$ cat src/rtl/prim_debounce.sv
// Debounce filter for a slow asynchronous level such as a pad or a push button.
//
// Data path:
//   serial_i -> SyncStages-deep synchronizer -> s -> qualification FSM -> serial_o
//
// A candidate transition on s only reaches serial_o once s has held the new level
// for thresh_i+2 consecutive enabled cycles. The FSM has two stable states and two
// checking states, and a stability counter cnt.
//
// Optional feature, controlled by the PRIM_DEBOUNCE_EDGE_EN macro:
//   - defined:   r_edge_o and f_edge_o are registered one-cycle pulses that line up
//                with the first cycle of the new serial_o level.
//   - undefined: both ports are kept but tied to 0, and no edge flops are built.
module prim_debounce #(
  parameter int unsigned CntWidth   = 8,
  parameter int unsigned SyncStages = 2   // legal range 2..4
) (
  input  logic                clk_i,
  input  logic                rst_i,
  input  logic                en_i,
  input  logic                serial_i,
  input  logic [CntWidth-1:0] thresh_i,
  output logic                serial_o,
  output logic                busy_o,
  output logic                r_edge_o,
  output logic                f_edge_o
);

  localparam logic [1:0] StStableLo = 2'd0;
  localparam logic [1:0] StChkHi    = 2'd1;
  localparam logic [1:0] StStableHi = 2'd2;
  localparam logic [1:0] StChkLo    = 2'd3;

  localparam logic [CntWidth-1:0] CntOne = {{(CntWidth-1){1'b0}}, 1'b1};

  logic [SyncStages-1:0] sync_q;
  logic                  s;
  logic [1:0]            state_q, state_d;
  logic [CntWidth-1:0]   cnt_q, cnt_d;
  logic                  out_q, out_d;

  // Synchronizer shift chain; it keeps running even while the filter is disabled.
  always_ff @(posedge clk_i or posedge rst_i) begin
    if (rst_i) begin
      sync_q <= '0;
    end else begin
      sync_q <= {sync_q[SyncStages-2:0], serial_i};
    end
  end

  assign s = sync_q[SyncStages-1];

  // Next state: qualify a candidate level and reject glitches. The compare is >=,
  // so lowering thresh_i below cnt mid-count completes on the next qualifying cycle.
  // cnt only increments while it is below thresh_i, so it can never wrap.
  always_comb begin
    state_d = state_q;
    cnt_d   = cnt_q;
    out_d   = out_q;
    unique case (state_q)
      StStableLo: begin
        if (en_i && s) begin
          state_d = StChkHi;
          cnt_d   = '0;
        end
      end
      StChkHi: begin
        if (!en_i || !s) begin
          state_d = StStableLo;
          cnt_d   = '0;
        end else if (cnt_q >= thresh_i) begin
          state_d = StStableHi;
          cnt_d   = '0;
          out_d   = 1'b1;
        end else begin
          cnt_d = cnt_q + CntOne;
        end
      end
      StStableHi: begin
        if (en_i && !s) begin
          state_d = StChkLo;
          cnt_d   = '0;
        end
      end
      StChkLo: begin
        if (!en_i || s) begin
          state_d = StStableHi;
          cnt_d   = '0;
        end else if (cnt_q >= thresh_i) begin
          state_d = StStableLo;
          cnt_d   = '0;
          out_d   = 1'b0;
        end else begin
          cnt_d = cnt_q + CntOne;
        end
      end
      default: begin
        state_d = StStableLo;
        cnt_d   = '0;
        out_d   = 1'b0;
      end
    endcase
  end

  // State, counter and the debounced output register.
  always_ff @(posedge clk_i or posedge rst_i) begin
    if (rst_i) begin
      state_q <= StStableLo;
      cnt_q   <= '0;
      out_q   <= 1'b0;
    end else begin
      state_q <= state_d;
      cnt_q   <= cnt_d;
      out_q   <= out_d;
    end
  end

  assign serial_o = out_q;
  assign busy_o   = (state_q == StChkHi) || (state_q == StChkLo);

`ifdef PRIM_DEBOUNCE_EDGE_EN
  logic r_edge_q, f_edge_q;

  // Edge pulses are computed from out_d, so they coincide with the first new-level cycle.
  always_ff @(posedge clk_i or posedge rst_i) begin
    if (rst_i) begin
      r_edge_q <= 1'b0;
      f_edge_q <= 1'b0;
    end else begin
      r_edge_q <= out_d & ~out_q;
      f_edge_q <= ~out_d & out_q;
    end
  end

  assign r_edge_o = r_edge_q;
  assign f_edge_o = f_edge_q;
`else
  assign r_edge_o = 1'b0;
  assign f_edge_o = 1'b0;
`endif

`ifndef SYNTHESIS
  // Both edge pulses must never be high in the same cycle.
  a_edges_exclusive: assert property (@(posedge clk_i) disable iff (rst_i)
                                      !(r_edge_o && f_edge_o));
`endif

endmodule

$ cat config.mk
export PLATFORM = sky130hd
export DESIGN_NAME = prim_debounce
export DESIGN_NICKNAME = d
export VERILOG_FILES = /design/src/rtl/prim_debounce.sv
export SDC_FILE = /design/constraint.sdc
export NUM_CORES = 1
export LEC_CHECK = 0
export ABC_AREA = 1
export BUFFER_PORTS_ARGS = -buffer_cell sky130_fd_sc_hd__buf_2
export CAP_MARGIN = 10
export CORE_MARGIN = 8
export CORE_UTILIZATION = 55
export DETAILED_ROUTE_END_ITERATION = 6
export PLACE_DENSITY = 0.79
export REMOVE_ABC_BUFFERS = 1
export SYNTH_ARGS = -nofsm -noshare
export SYNTH_HDL_FRONTEND = slang
export SYNTH_SLANG_ARGS = --single-unit
export TNS_END_PERCENT = 20
$ cat constraint.sdc
create_clock -name clk_i -period 4.1 [get_ports clk_i]
set_input_delay 0.41 -clock clk_i [delete_from_list [all_inputs] [get_ports clk_i]]
set_output_delay 0.41 -clock clk_i [all_outputs]
set_load 0.02 [all_outputs]
==> flow_summary_export.csv <==
group,metric,value,unit
clock_tree,h-tree-depth,1,
sta,worst_pin_slew,0.499,ns
power,irDropWorstVdd,0.287,mV
placed_design,io_buffer_count,13,
sta,fmax,640,MHz
sta,period_share,0.381,
critical_path,crit_slowest_cell,"dfrtp_1",
layout,areaGrowthSynthToFinish,10.3,%
grt,grtUsageMet3,0.0336,
critical_path,crit_path_cell_trace,"ha_1 -> nand2_1 -> nor2_1 -> nor2_1 -> nand2_1 -> nand2_1 -> nand3_4 -> nand3_1 -> nand3_1",
power,power_density,390,nW/um2
critical_path,cp.depth,9,
yosys,synth-edff-count,0,
grt,grt_pass1_wl,3230,um
layout,stdcell_count,155,
yosys,syn_inst,123,
clock_tree,postCtsSetupRepairBufs,0,
floorplan,coreArea,1670,um2
placed_design,gp_congestion,0.862,
yosys,synth_top_area_cell,"dfrtp_1",
yosys,ys.flop_type,"dfrtp_1",
critical_path,slowest_delay,0.45,ns
worst_hold_path,worstHoldPathType,"input port to asynchronous set/reset pin",
sta,rsz0062_at_grt,"no",
yosys,avgSynthCellArea,7.70,um2
yosys,synth_cell_type_count,24,
sta,relSlewSlack,0.667,
grt,grt_max_degree,14,
layout,layout_common_cells,"nand2_1, inv_1, dfrtp_1, buf_2, nor2_1",
critical_path,crit_family,"simple AND/OR/NAND/NOR gates",
critical_path,crit_fanout,7,
placed_design,dp_cells,151,
critical_path,worstSetupStartpointType,"flip-flop",
critical_path,worst_ep_arrival_time,1.73,ns
grt,grt_usage,0.124,
status,outcome,"finished clean",
drt,via_per_inst,5.08,
floorplan,start_util,0.567,
sta,fin_setup_tns,0,ns
layout,nFillCells,152,
critical_path,r2r_cells,9,
clock_tree,cts_buffer_depth,2,
clock_tree,numCtsBuffers,3,
sta,period_needed,1.56,ns
yosys,async_reset_ff_frac,1.00,
critical_path,r2r-start,"cnt_q[3]$_DFFE_PP0P_",
floorplan,die_y,57.5,um
yosys,syn_area,947,um2
layout,layout_commonest_cell,"nand2_1",
sta,finalHoldViolations,0,
drt,vias,788,
power,leakage,0.579,nW
placed_design,postPlaceCellArea,1020,um2
sta,drv_slew,0,
grt,grt-ovfl-total,0,
layout,num_antenna_cells,0,
yosys,yosysTopAreaCellShare,0.343,
layout,drive_above_1_share,0.196,
drt,wl_per_cell,12.0,um
clock_tree,post_cts_resized,0,
grt,grtUsageMet1,0.142,
clock_tree,clock-sinks,13,
layout,stdcell_area,1040,um2
sta,hold_ws,0.132,ns
sta,clock-skew-final,0.00605,ns
yosys,ys_warn_count,0,
critical_path,reg2reg_slack,2.54,ns
clock_tree,cts_tree,"built",
critical_path,crit_buf_inv,0,
drt,first_pass_iters,4,
clock_tree,path_clk_slew,0.09,ns
yosys,synth.yosys.seq_area_share,0.343,
power,p_total,0.000408,W
drt,detail_route.wirelength,1860,um
yosys,ys_seq_elements,13,
clock_tree,clock_latency,0.28,ns
clock_tree,clockRootBuffer,"clkbuf_4",
clock_tree,hold_buffers,0,
critical_path,cpMostUsedCell,"nand2_1",
yosys,synth_area_leaders,"dfrtp_1, ha_1, nand2_1, inv_1, nor2_1",
drt,drcViolationCount,0,
floorplan,die_w,57.5,um
critical_path,required,4.27,ns
critical_path,end_kind,"flip-flop",
sta,setup-violations-final,0,
floorplan,die_area,3310,um2
grt,grt-busiest-layer,"met2",
drt,dr.first_iter.drc_count,17,
drt,final_antenna_net_count,0,
critical_path,r2r-end,"state_q[1]$_DFFE_PP0P_",
grt,first_global_vias,775,
floorplan,rows,15,
grt,antenna_found_initial,0,
run,maxCapViolations,0,
placed_design,dp_hpwl,1470,um
floorplan,ios,16,
layout,nets,160,
grt,grt_util_met2,0.211,
critical_path,criticalPathCategory,"flip-flop to flip-flop",
## worst max-delay path by stage
stage                         start                endpoint  slack, ns
2_1_floorplan           thresh_i[3]  state_q[1]$_DFFE_PP0P_       2.67
3_3_place_gp            thresh_i[3]  state_q[1]$_DFFE_PP0P_       2.50
3_5_place_dp            thresh_i[1]    cnt_q[3]$_DFFE_PP0P_       2.46
4_1_cts        cnt_q[3]$_DFFE_PP0P_    cnt_q[3]$_DFFE_PP0P_       2.52
5_1_grt        cnt_q[3]$_DFFE_PP0P_    cnt_q[3]$_DFFE_PP0P_       2.38
6_report       cnt_q[3]$_DFFE_PP0P_  state_q[1]$_DFFE_PP0P_       2.54
## area by class of cell
type / count / area (um2) / area share
repair buffers: 13 / 65.1 / 0.0623
well taps: 17 / 21.3 / 0.0204
inverters: 25 / 93.8 / 0.0898
flip-flops and latches: 13 / 325 / 0.311
clock buffers: 4 / 26.3 / 0.0251
multi-input cells: 83 / 513 / 0.491
## power by group
part           switching (W)  internal, W  leakage [nW]  total [W]
registers          0.0000227     0.000146         0.173   0.000169
clock network      0.0000452    0.0000378        0.0150  0.0000830
logic               0.000103    0.0000530         0.391   0.000156
## cells in the mapped netlist (2+ instances only)
| cell type | n |
|---|---|
| inv_1 | 22 |
| nor2_4 | 2 |
| nor2_1 | 11 |
| inv_2 | 3 |
| nand4_1 | 3 |
| o21ai_1 | 3 |
| xor2_1 | 2 |
| dfrtp_1 | 13 |
| nand3_1 | 7 |
| buf_4 | 2 |
| nand3_4 | 2 |
| nand2_1 | 27 |
| ha_1 | 9 |
| o21ai_0 | 7 |
## worst reg2reg max path: stages, from the launching register on
cell	delay [ns]
dfrtp_1	0.45
ha_1	0.31
nand2_1	0.08
nor2_1	0.05
nor2_1	0.08
nand2_1	0.06
nand2_1	0.13
nand3_4	0.13
nand3_1	0.10
nand3_1	0.07
## logic make-up (layout without fill, tap and decap cells)
group,count (synthesis),after routing,synth area share
AOI/OAI and AO/OA,14,14,0.0898
xor gates and xnor gates,3,3,0.0277
adders and majority gates,9,9,0.119
buffers and inverters,28,42,0.119
DFF,13,13,0.343
other,1,2,0.00396
and+or+nand+nor,55,55,0.297
## metal layers
layer / wire [um] / vias up
met1: 842 / 354
met4: 29 / 0
li1: - / 413
met5: 0 / -
met3: 71 / 5
met2: 912 / 16
## stage by stage
stage	util	worst slack (ns)
after floorplan	-	2.67
after global placement	0.610	2.50
after detailed placement	0.610	2.46
after CTS	0.625	2.52
after global routing	0.625	2.38
final	0.625	2.54
## flip-flops by register name (all words and copies together) (netlist names)
name,cells
serial_o,1
sync_q,2
state_q,2
cnt_q,8
Power figures use the tool's default switching activity.
